### config.mk
export PLATFORM = sky130hd
export DESIGN_NAME = vga_scan_gen_flat
export DESIGN_NICKNAME = d
export VERILOG_FILES = /design/src/rtl/vga_pkg.sv /design/src/rtl/vga_scan_gen_if.sv /design/src/rtl/vga_axis_counter.sv /design/src/rtl/vga_scan_gen.sv /design/src/flat_wrapper.sv
export SDC_FILE = /design/constraint.sdc
export NUM_CORES = 1
export LEC_CHECK = 0
export ABC_AREA = 0
export CAP_MARGIN = 30
export CELL_PAD_IN_SITES_DETAIL_PLACEMENT = 0
export CELL_PAD_IN_SITES_GLOBAL_PLACEMENT = 1
export CORE_UTILIZATION = 35
export DETAILED_ROUTE_END_ITERATION = 8
export HOLD_SLACK_MARGIN = 0.06
export PLACE_DENSITY_LB_ADDON = 0.05
export SYNTH_ARGS = -nofsm -noshare
export SYNTH_HDL_FRONTEND = slang
export SYNTH_SLANG_ARGS = --single-unit
### constraint.sdc
create_clock -name clk -period 2.1 [get_ports clk]
set_clock_uncertainty 0.2 [all_clocks]
set_input_delay 0.315 -clock clk [delete_from_list [all_inputs] [get_ports clk]]
set_output_delay 0.315 -clock clk [all_outputs]
set_load 0.03 [all_outputs]
### src/rtl/vga_pkg.sv
// Shared VGA timing constants, pipeline flag bundle and test-bar colour table.
package vga_pkg;

  localparam int VGA640_H_VISIBLE  = 640;
  localparam int VGA640_H_FRONT    = 16;
  localparam int VGA640_H_SYNC     = 96;
  localparam int VGA640_H_BACK     = 48;
  localparam int VGA640_V_VISIBLE  = 480;
  localparam int VGA640_V_FRONT    = 10;
  localparam int VGA640_V_SYNC     = 2;
  localparam int VGA640_V_BACK     = 33;

  localparam int VGA1024_H_VISIBLE = 1024;
  localparam int VGA1024_H_FRONT   = 24;
  localparam int VGA1024_H_SYNC    = 136;
  localparam int VGA1024_H_BACK    = 160;
  localparam int VGA1024_V_VISIBLE = 768;
  localparam int VGA1024_V_FRONT   = 3;
  localparam int VGA1024_V_SYNC    = 6;
  localparam int VGA1024_V_BACK    = 29;

  // Per-position flags that travel down the delay line alongside the colour fetch.
  typedef struct packed {
    logic de;
    logic hs;
    logic vs;
  } scan_flags_t;

  typedef enum logic [2:0] {
    BAR_BLACK,
    BAR_BLUE,
    BAR_GREEN,
    BAR_CYAN,
    BAR_RED,
    BAR_MAGENTA,
    BAR_YELLOW,
    BAR_WHITE
  } bar_e;

  // {r,g,b} channel enables, each channel driven all-ones or zero.
  localparam logic [2:0] BAR_RGB [8] = '{
    3'b000, 3'b001, 3'b010, 3'b011,
    3'b100, 3'b101, 3'b110, 3'b111
  };

  function automatic logic [2:0] bar_rgb(input bar_e bar);
    return BAR_RGB[int'(bar)];
  endfunction

endpackage

### src/rtl/vga_scan_gen_if.sv
// Pixel fetch request / colour return and video output bundle for vga_scan_gen.
interface vga_scan_gen_if #(
  parameter int COORD_W = 11,
  parameter int COLOR_W = 8
);
  logic                   req;
  logic [COORD_W-1:0]     req_x;
  logic [COORD_W-1:0]     req_y;
  logic                   line_start;
  logic                   frame_start;
  logic [3*COLOR_W-1:0]   color_in;
  logic                   hsync;
  logic                   vsync;
  logic                   de;
  logic [COLOR_W-1:0]     red;
  logic [COLOR_W-1:0]     green;
  logic [COLOR_W-1:0]     blue;

  modport master (
    output req, req_x, req_y, line_start, frame_start,
    output hsync, vsync, de, red, green, blue,
    input  color_in
  );

  modport slave (
    input  req, req_x, req_y, line_start, frame_start,
    input  hsync, vsync, de, red, green, blue,
    output color_in
  );
endinterface

### src/rtl/vga_axis_counter.sv
// One scan axis: counts visible, front porch, sync, back porch and wraps.
module vga_axis_counter #(
  parameter int VISIBLE = 1024,
  parameter int FRONT   = 24,
  parameter int SYNC    = 136,
  parameter int BACK    = 160,
  parameter int W       = 11
) (
  input  logic         clk,
  input  logic         rst,
  input  logic         en,
  output logic [W-1:0] cnt,
  output logic         wrap,
  output logic         visible,
  output logic         in_sync
);

  localparam int TOTAL = VISIBLE + FRONT + SYNC + BACK;
  localparam logic [W-1:0] LAST     = W'(TOTAL - 1);
  localparam logic [W-1:0] VIS_END  = W'(VISIBLE);
  localparam logic [W-1:0] SYNC_BEG = W'(VISIBLE + FRONT);
  localparam logic [W-1:0] SYNC_END = W'(VISIBLE + FRONT + SYNC);

  assign wrap    = en && (cnt == LAST);
  assign visible = (cnt < VIS_END);
  assign in_sync = (cnt >= SYNC_BEG) && (cnt < SYNC_END);

  always_ff @(posedge clk) begin
    if (rst) begin
      cnt <= '0;
    end else if (wrap) begin
      cnt <= '0;
    end else if (en) begin
      cnt <= cnt + W'(1);
    end
  end

endmodule

### src/rtl/vga_scan_gen.sv
// VGA scan generator: fetch requests, then sync/de/rgb aligned PRE_ACTIVE+1 cycles later.
// Optional colour-bar test pattern enabled by macro VGA_TEST_PATTERN_EN.
module vga_scan_gen
  import vga_pkg::*;
#(
  parameter int H_VISIBLE  = VGA1024_H_VISIBLE,
  parameter int H_FRONT    = VGA1024_H_FRONT,
  parameter int H_SYNC     = VGA1024_H_SYNC,
  parameter int H_BACK     = VGA1024_H_BACK,
  parameter int V_VISIBLE  = VGA1024_V_VISIBLE,
  parameter int V_FRONT    = VGA1024_V_FRONT,
  parameter int V_SYNC     = VGA1024_V_SYNC,
  parameter int V_BACK     = VGA1024_V_BACK,
  parameter int HS_POL     = 0,
  parameter int VS_POL     = 0,
  parameter int PRE_ACTIVE = 1,
  parameter int COORD_W    = 11,
  parameter int COLOR_W    = 8
) (
  input  logic            clk,
  input  logic            rst,
  input  logic            test_mode,
  vga_scan_gen_if.master  bus
);

  localparam logic        HS_ON = (HS_POL != 0);
  localparam logic        VS_ON = (VS_POL != 0);
  localparam int unsigned DEPTH = PRE_ACTIVE;

  logic [COORD_W-1:0] h_cnt;
  logic [COORD_W-1:0] v_cnt;
  logic               h_wrap;
  logic               h_vis;
  logic               h_sync;
  logic               v_vis;
  logic               v_sync;
  logic               unused_v_wrap;
  logic               scan_vis;

  vga_axis_counter #(
    .VISIBLE (H_VISIBLE),
    .FRONT   (H_FRONT),
    .SYNC    (H_SYNC),
    .BACK    (H_BACK),
    .W       (COORD_W)
  ) u_h_axis (
    .clk     (clk),
    .rst     (rst),
    .en      (1'b1),
    .cnt     (h_cnt),
    .wrap    (h_wrap),
    .visible (h_vis),
    .in_sync (h_sync)
  );

  vga_axis_counter #(
    .VISIBLE (V_VISIBLE),
    .FRONT   (V_FRONT),
    .SYNC    (V_SYNC),
    .BACK    (V_BACK),
    .W       (COORD_W)
  ) u_v_axis (
    .clk     (clk),
    .rst     (rst),
    .en      (h_wrap),
    .cnt     (v_cnt),
    .wrap    (unused_v_wrap),
    .visible (v_vis),
    .in_sync (v_sync)
  );

  assign scan_vis = h_vis && v_vis;

  // Request stage: registered so reset forces req low while the counters sit at (0,0).
  scan_flags_t req_flags;

  always_ff @(posedge clk) begin
    if (rst) begin
      req_flags       <= '0;
      bus.req_x       <= '0;
      bus.req_y       <= '0;
      bus.line_start  <= 1'b0;
      bus.frame_start <= 1'b0;
    end else begin
      req_flags       <= '{de: scan_vis, hs: h_sync, vs: v_sync};
      if (scan_vis) begin
        bus.req_x <= h_cnt;
        bus.req_y <= v_cnt;
      end
      bus.line_start  <= (h_cnt == '0);
      bus.frame_start <= (h_cnt == '0) && (v_cnt == '0);
    end
  end

  assign bus.req = req_flags.de;

  scan_flags_t pipe [DEPTH];
  scan_flags_t tail;

  always_ff @(posedge clk) begin
    if (rst) begin
      for (int unsigned i = 0; i < DEPTH; i++) begin
        pipe[i] <= '0;
      end
    end else begin
      pipe[0] <= req_flags;
      for (int unsigned i = 1; i < DEPTH; i++) begin
        pipe[i] <= pipe[i-1];
      end
    end
  end

  assign tail = pipe[DEPTH-1];

  logic [3*COLOR_W-1:0] pix;

`ifdef VGA_TEST_PATTERN_EN
  localparam int unsigned BAR_W = (H_VISIBLE >= 8) ? H_VISIBLE / 8 : 1;

  logic [COORD_W-1:0] x_pipe [DEPTH];
  logic [COORD_W-1:0] bar_idx;
  logic [2:0]         bar_mask;

  always_ff @(posedge clk) begin
    if (rst) begin
      for (int unsigned i = 0; i < DEPTH; i++) begin
        x_pipe[i] <= '0;
      end
    end else begin
      x_pipe[0] <= bus.req_x;
      for (int unsigned i = 1; i < DEPTH; i++) begin
        x_pipe[i] <= x_pipe[i-1];
      end
    end
  end

  assign bar_idx  = x_pipe[DEPTH-1] / COORD_W'(BAR_W);
  assign bar_mask = bar_rgb(bar_e'(bar_idx[2:0]));

  always_comb begin
    pix = '0;
    if (tail.de) begin
      if (test_mode) begin
        pix = {{COLOR_W{bar_mask[2]}}, {COLOR_W{bar_mask[1]}}, {COLOR_W{bar_mask[0]}}};
      end else begin
        pix = bus.color_in;
      end
    end
  end
`else
  logic unused_test_mode;
  assign unused_test_mode = test_mode;

  always_comb begin
    pix = '0;
    if (tail.de) begin
      pix = bus.color_in;
    end
  end
`endif

  // Output stage: colour sampled here is the one returned for the request PRE_ACTIVE cycles back.
  always_ff @(posedge clk) begin
    if (rst) begin
      bus.de    <= 1'b0;
      bus.hsync <= ~HS_ON;
      bus.vsync <= ~VS_ON;
      bus.red   <= '0;
      bus.green <= '0;
      bus.blue  <= '0;
    end else begin
      bus.de    <= tail.de;
      bus.hsync <= tail.hs ? HS_ON : ~HS_ON;
      bus.vsync <= tail.vs ? VS_ON : ~VS_ON;
      {bus.red, bus.green, bus.blue} <= pix;
    end
  end

endmodule

### src/flat_wrapper.sv
// flat-port wrapper written by rule: the top's interface ports become plain ports
module vga_scan_gen_flat import vga_pkg::*;
#(
  parameter int H_VISIBLE  = VGA1024_H_VISIBLE,
  parameter int H_FRONT    = VGA1024_H_FRONT,
  parameter int H_SYNC     = VGA1024_H_SYNC,
  parameter int H_BACK     = VGA1024_H_BACK,
  parameter int V_VISIBLE  = VGA1024_V_VISIBLE,
  parameter int V_FRONT    = VGA1024_V_FRONT,
  parameter int V_SYNC     = VGA1024_V_SYNC,
  parameter int V_BACK     = VGA1024_V_BACK,
  parameter int HS_POL     = 0,
  parameter int VS_POL     = 0,
  parameter int PRE_ACTIVE = 1,
  parameter int COORD_W    = 11,
  parameter int COLOR_W    = 8
)
  (clk, rst, test_mode, bus_req, bus_req_x, bus_req_y, bus_line_start, bus_frame_start, bus_hsync, bus_vsync, bus_de, bus_red, bus_green, bus_blue, bus_color_in);
  vga_scan_gen_if #(.COORD_W(COORD_W), .COLOR_W(COLOR_W)) bus_i ();
  input  logic clk;
  input  logic rst;
  input  logic test_mode;
  output wire logic [$bits(bus_i.req)-1:0] bus_req;
  output wire logic [$bits(bus_i.req_x)-1:0] bus_req_x;
  output wire logic [$bits(bus_i.req_y)-1:0] bus_req_y;
  output wire logic [$bits(bus_i.line_start)-1:0] bus_line_start;
  output wire logic [$bits(bus_i.frame_start)-1:0] bus_frame_start;
  output wire logic [$bits(bus_i.hsync)-1:0] bus_hsync;
  output wire logic [$bits(bus_i.vsync)-1:0] bus_vsync;
  output wire logic [$bits(bus_i.de)-1:0] bus_de;
  output wire logic [$bits(bus_i.red)-1:0] bus_red;
  output wire logic [$bits(bus_i.green)-1:0] bus_green;
  output wire logic [$bits(bus_i.blue)-1:0] bus_blue;
  input wire logic [$bits(bus_i.color_in)-1:0] bus_color_in;
  assign bus_req = bus_i.req;
  assign bus_req_x = bus_i.req_x;
  assign bus_req_y = bus_i.req_y;
  assign bus_line_start = bus_i.line_start;
  assign bus_frame_start = bus_i.frame_start;
  assign bus_hsync = bus_i.hsync;
  assign bus_vsync = bus_i.vsync;
  assign bus_de = bus_i.de;
  assign bus_red = bus_i.red;
  assign bus_green = bus_i.green;
  assign bus_blue = bus_i.blue;
  assign bus_i.color_in = bus_color_in;
  vga_scan_gen #(.H_VISIBLE(H_VISIBLE), .H_FRONT(H_FRONT), .H_SYNC(H_SYNC), .H_BACK(H_BACK), .V_VISIBLE(V_VISIBLE), .V_FRONT(V_FRONT), .V_SYNC(V_SYNC), .V_BACK(V_BACK), .HS_POL(HS_POL), .VS_POL(VS_POL), .PRE_ACTIVE(PRE_ACTIVE), .COORD_W(COORD_W), .COLOR_W(COLOR_W)) u_core (.clk(clk), .rst(rst), .test_mode(test_mode), .bus(bus_i));
endmodule
==> flow_metrics.py <==
metrics = {
    "run_status": {
        "status": "complete, no violations",
    },
    "finish": {
        "nNetsFinal": 432,
        "fin_util_pct": 51.4,
        "drive_gt1_share_pct": 11.1,
        "num_antenna_cells": 0,
        "area_growth_pct": 39.7,
        "final_area_mm2": 0.00404,
        "layout.cells.non_filler": 506,
    },
    "critical_path": {
        "cp_max_fo": 4,
        "startpoint_type": "register",
        "r2r-end": "u_core.u_v_axis.cnt[9]",
        "worstPathArrival_ns": 2.01,
        "r2r_slack_ns": 0.16,
        "r2r_start": "u_core.u_h_axis.cnt[0]",
        "path_class": "register to register",
        "cp-end-kind": "register",
        "cp.required_ns": 2.18,
        "r2r_cells": 5,
    },
    "routing": {
        "drc_errors": 0,
        "ant_nets": 0,
        "via_count": 2390,
        "drt-total-wl_um": 6520,
        "drt_first_pass_iters": 4,
        "post_drt_wl_per_cell_um": 12.9,
        "via_per_inst": 4.72,
        "drtIter0Drc": 94,
    },
    "timing": {
        "final-setup-viol-count": 0,
        "rsz0062_at_grt": "no",
        "tightest_slew_ns": 0.388,
        "hold_violations": 0,
        "fin_setup_tns_ns": 0,
        "timing.final.crit_share_pct": 92.2,
        "finalWorstSetupSlack_ns": 0.164,
        "relSlewSlack_pct": 74.1,
        "timing.hold.ws_ns": 0.176,
        "finalCriticalPeriod_ns": 1.94,
        "slew_viol_final": 0,
        "clock.fmax_mhz": 517,
    },
    "logic_synthesis": {
        "synth_edf_count": 0,
        "ys_ff_latch": 79,
        "synth_top_family_by_area": "simple AND/OR/NAND/NOR gates",
        "ys_warn_count": 0,
        "ys_top_cells_by_area": "dfxtp_1, nand2_1, and2_1, a21oi_1, ha_1",
        "syn_area_mm2": 0.00289,
        "syn_area_per_cell_um2": 9.32,
        "synth_commonest_cells": "dfxtp_1, nand2_1, a21oi_1",
        "syn_inst": 310,
        "synth_nets": 342,
        "synthMuxAreaShare_pct": 0,
        "ys_types": 35,
        "synth_top_area_share_pct": 54.7,
        "synth_compound_area_share_pct": 8.40,
        "synth-async-reset-ratio_pct": 0,
        "synth_largest_area_cell": "dfxtp_1",
        "synth_xor_area_share_pct": 3.03,
        "synth-main-ff-cell": "dfxtp_1",
        "ys_seq_area_share_pct": 54.7,
        "synth_simple_gate_area_share_pct": 27.1,
        "synthAdderAreaFrac_pct": 2.16,
        "synth_most_common_cell": "dfxtp_1",
    },
    "cts": {
        "hold_buffers": 0,
        "cts_sinks": 79,
        "cts_tree": "built",
        "cts_buffer_depth": 2,
        "insertion_delay_ns": 0.34,
        "htree_levels": 3,
        "cts-root-buf": "clkbuf_8",
        "cts.clk_slew.worst_paths_ns": 0.08,
        "cts_buffers": 9,
        "postCtsSetupRepairBufs": 0,
    },
    "place": {
        "placed_cells": 491,
        "hpwl_um": 4580,
        "place_area_mm2": 0.00386,
        "io_buffer_count": 77,
        "post-place-ws_ns": 0.153,
        "gp_congestion": 0.802,
    },
    "hold_path": {
        "min_to": "u_core.bus.hsync",
        "hold_path_depth": 1,
        "min_from": "u_core.pipe[0][1]",
        "hp-class": "register to register",
    },
    "floorplan": {
        "start_util_pct": 36.8,
        "io-pin-count": 79,
        "core.rowCount": 32,
        "core_area_mm2": 0.00785,
        "die_h_um": 92.9,
        "chipWidth_um": 92.9,
        "die_area_mm2": 0.00863,
    },
    "global_routing": {
        "grt-ovfl-total": 0,
        "grt_usage_pct": 16.5,
        "grt_pass1_vias": 2210,
        "antenna_found_initial": 0,
        "grt_max_degree": 26,
        "grt_pass1_wl_um": 11100,
    },
    "flow_run": {
        "max_cap_viol_count": 0,
    },
    "power": {
        "irDropWorstVdd_mv": 0.295,
        "p_leak_nw": 1.52,
        "power_density_mw_per_mm2": 696,
        "p_total_mw": 2.81,
    },
}
-- worst max-delay path by stage --
stage	start	to	slack [ns]	cells after the start
after global routing	u_core.u_h_axis.cnt[0]	u_core.u_v_axis.cnt[7]	0.05	5
final	u_core.u_h_axis.cnt[0]	u_core.u_v_axis.cnt[9]	0.16	5
after global placement	u_core.u_h_axis.cnt[0]	u_core.u_v_axis.cnt[9]	0.17	5
after floorplan	u_core.u_h_axis.cnt[0]	u_core.u_v_axis.cnt[9]	0.17	6
after detailed placement	u_core.u_h_axis.cnt[0]	u_core.u_v_axis.cnt[7]	0.15	5
after CTS	u_core.u_h_axis.cnt[0]	u_core.u_v_axis.cnt[9]	0.12	5
-- critical path, stage by stage, from the launching register on --
cell and delay, ns:
dfxtp_1 0.34, ha_1 0.17, and4_2 0.30, nand4_1 0.18, or4_1 0.54, a21oi_1 0.14
-- state kept, by name (all words and copies together) (netlist names) --
name                    flops
u_core.bus.blue             8
u_core.bus.de               1
u_core.bus.frame_start      1
u_core.bus.green            8
u_core.bus.hsync            1
u_core.bus.line_start       1
u_core.bus.red              8
u_core.bus.req              1
u_core.bus.req_x           11
u_core.bus.req_y           11
u_core.bus.vsync            1
u_core.pipe                 3
u_core.req_flags            2
u_core.u_h_axis.cnt        11
u_core.u_v_axis.cnt        11
-- timing repair --
| action | 4_1_cts | 5_1_grt |
|---|---|---|
| gates resized for setup | 0 | 1 |
| setup endpoints to repair | 0 | 1 |
| hold endpoints to repair | 0 | 0 |
-- area by class of cell --
cell class                 instances  area [um^2]
inverter                           6         22.5
fill                             803         3810
clock inverter                     4         47.5
sequential                        79         1580
timing repair buffer             100          943
clock buffer                      11          131
multi-input combinational        204         1180
tap                              102          128
-- metal layers --
metal	wire length (um)	vias to the layer above	GRT usage, %
met5	0	-	0
met4	97	0	7.31
met3	423	9	3.61
met2	2640	79	23.1
met1	3350	1084	24.1
li1	-	1218	-
-- cell usage in the layout, fill, tap and decap left out, types with 3 or more instances in the layout --
cell | Yosys | final
dfxtp_1 | 79 | 79
nand2b_1 | 3 | 3
clkbuf_8 | 0 | 9
buf_4 | 1 | 23
inv_1 | 6 | 6
nand2_1 | 49 | 49
and3_1 | 3 | 3
nor2b_1 | 4 | 4
or4_1 | 4 | 4
nand3_1 | 8 | 8
or3_1 | 4 | 4
and2_1 | 27 | 27
or3_2 | 3 | 3
xor2_1 | 5 | 5
ha_1 | 5 | 5
xnor2_1 | 5 | 5
a21oi_1 | 32 | 32
nand4_1 | 4 | 4
nor4_1 | 3 | 3
clkdlybuf4s50_1 | 0 | 77
nor3_1 | 4 | 3
o31ai_1 | 4 | 4
o21ai_0 | 7 | 7
nor2_1 | 16 | 16
-- power breakdown --
group          switching [mW]  total [mW]  internal (mW)  leakage, nW
combinational          0.0978       0.204          0.106        0.787
sequential            0.00791        1.53           1.52        0.641
clock                   0.536        1.08          0.540       0.0892
-- logic make-up (layout without fill, tap and decap cells) --
kind of cell	count (synthesis)	count (layout)
and+or+nand+nor	144	144
xor gates and xnor gates	10	10
buffers and inverters	27	121
DFF	79	79
AOI/OAI and AO/OA	45	45
adders and majority gates	5	5
(Power assumes the default switching activity.)
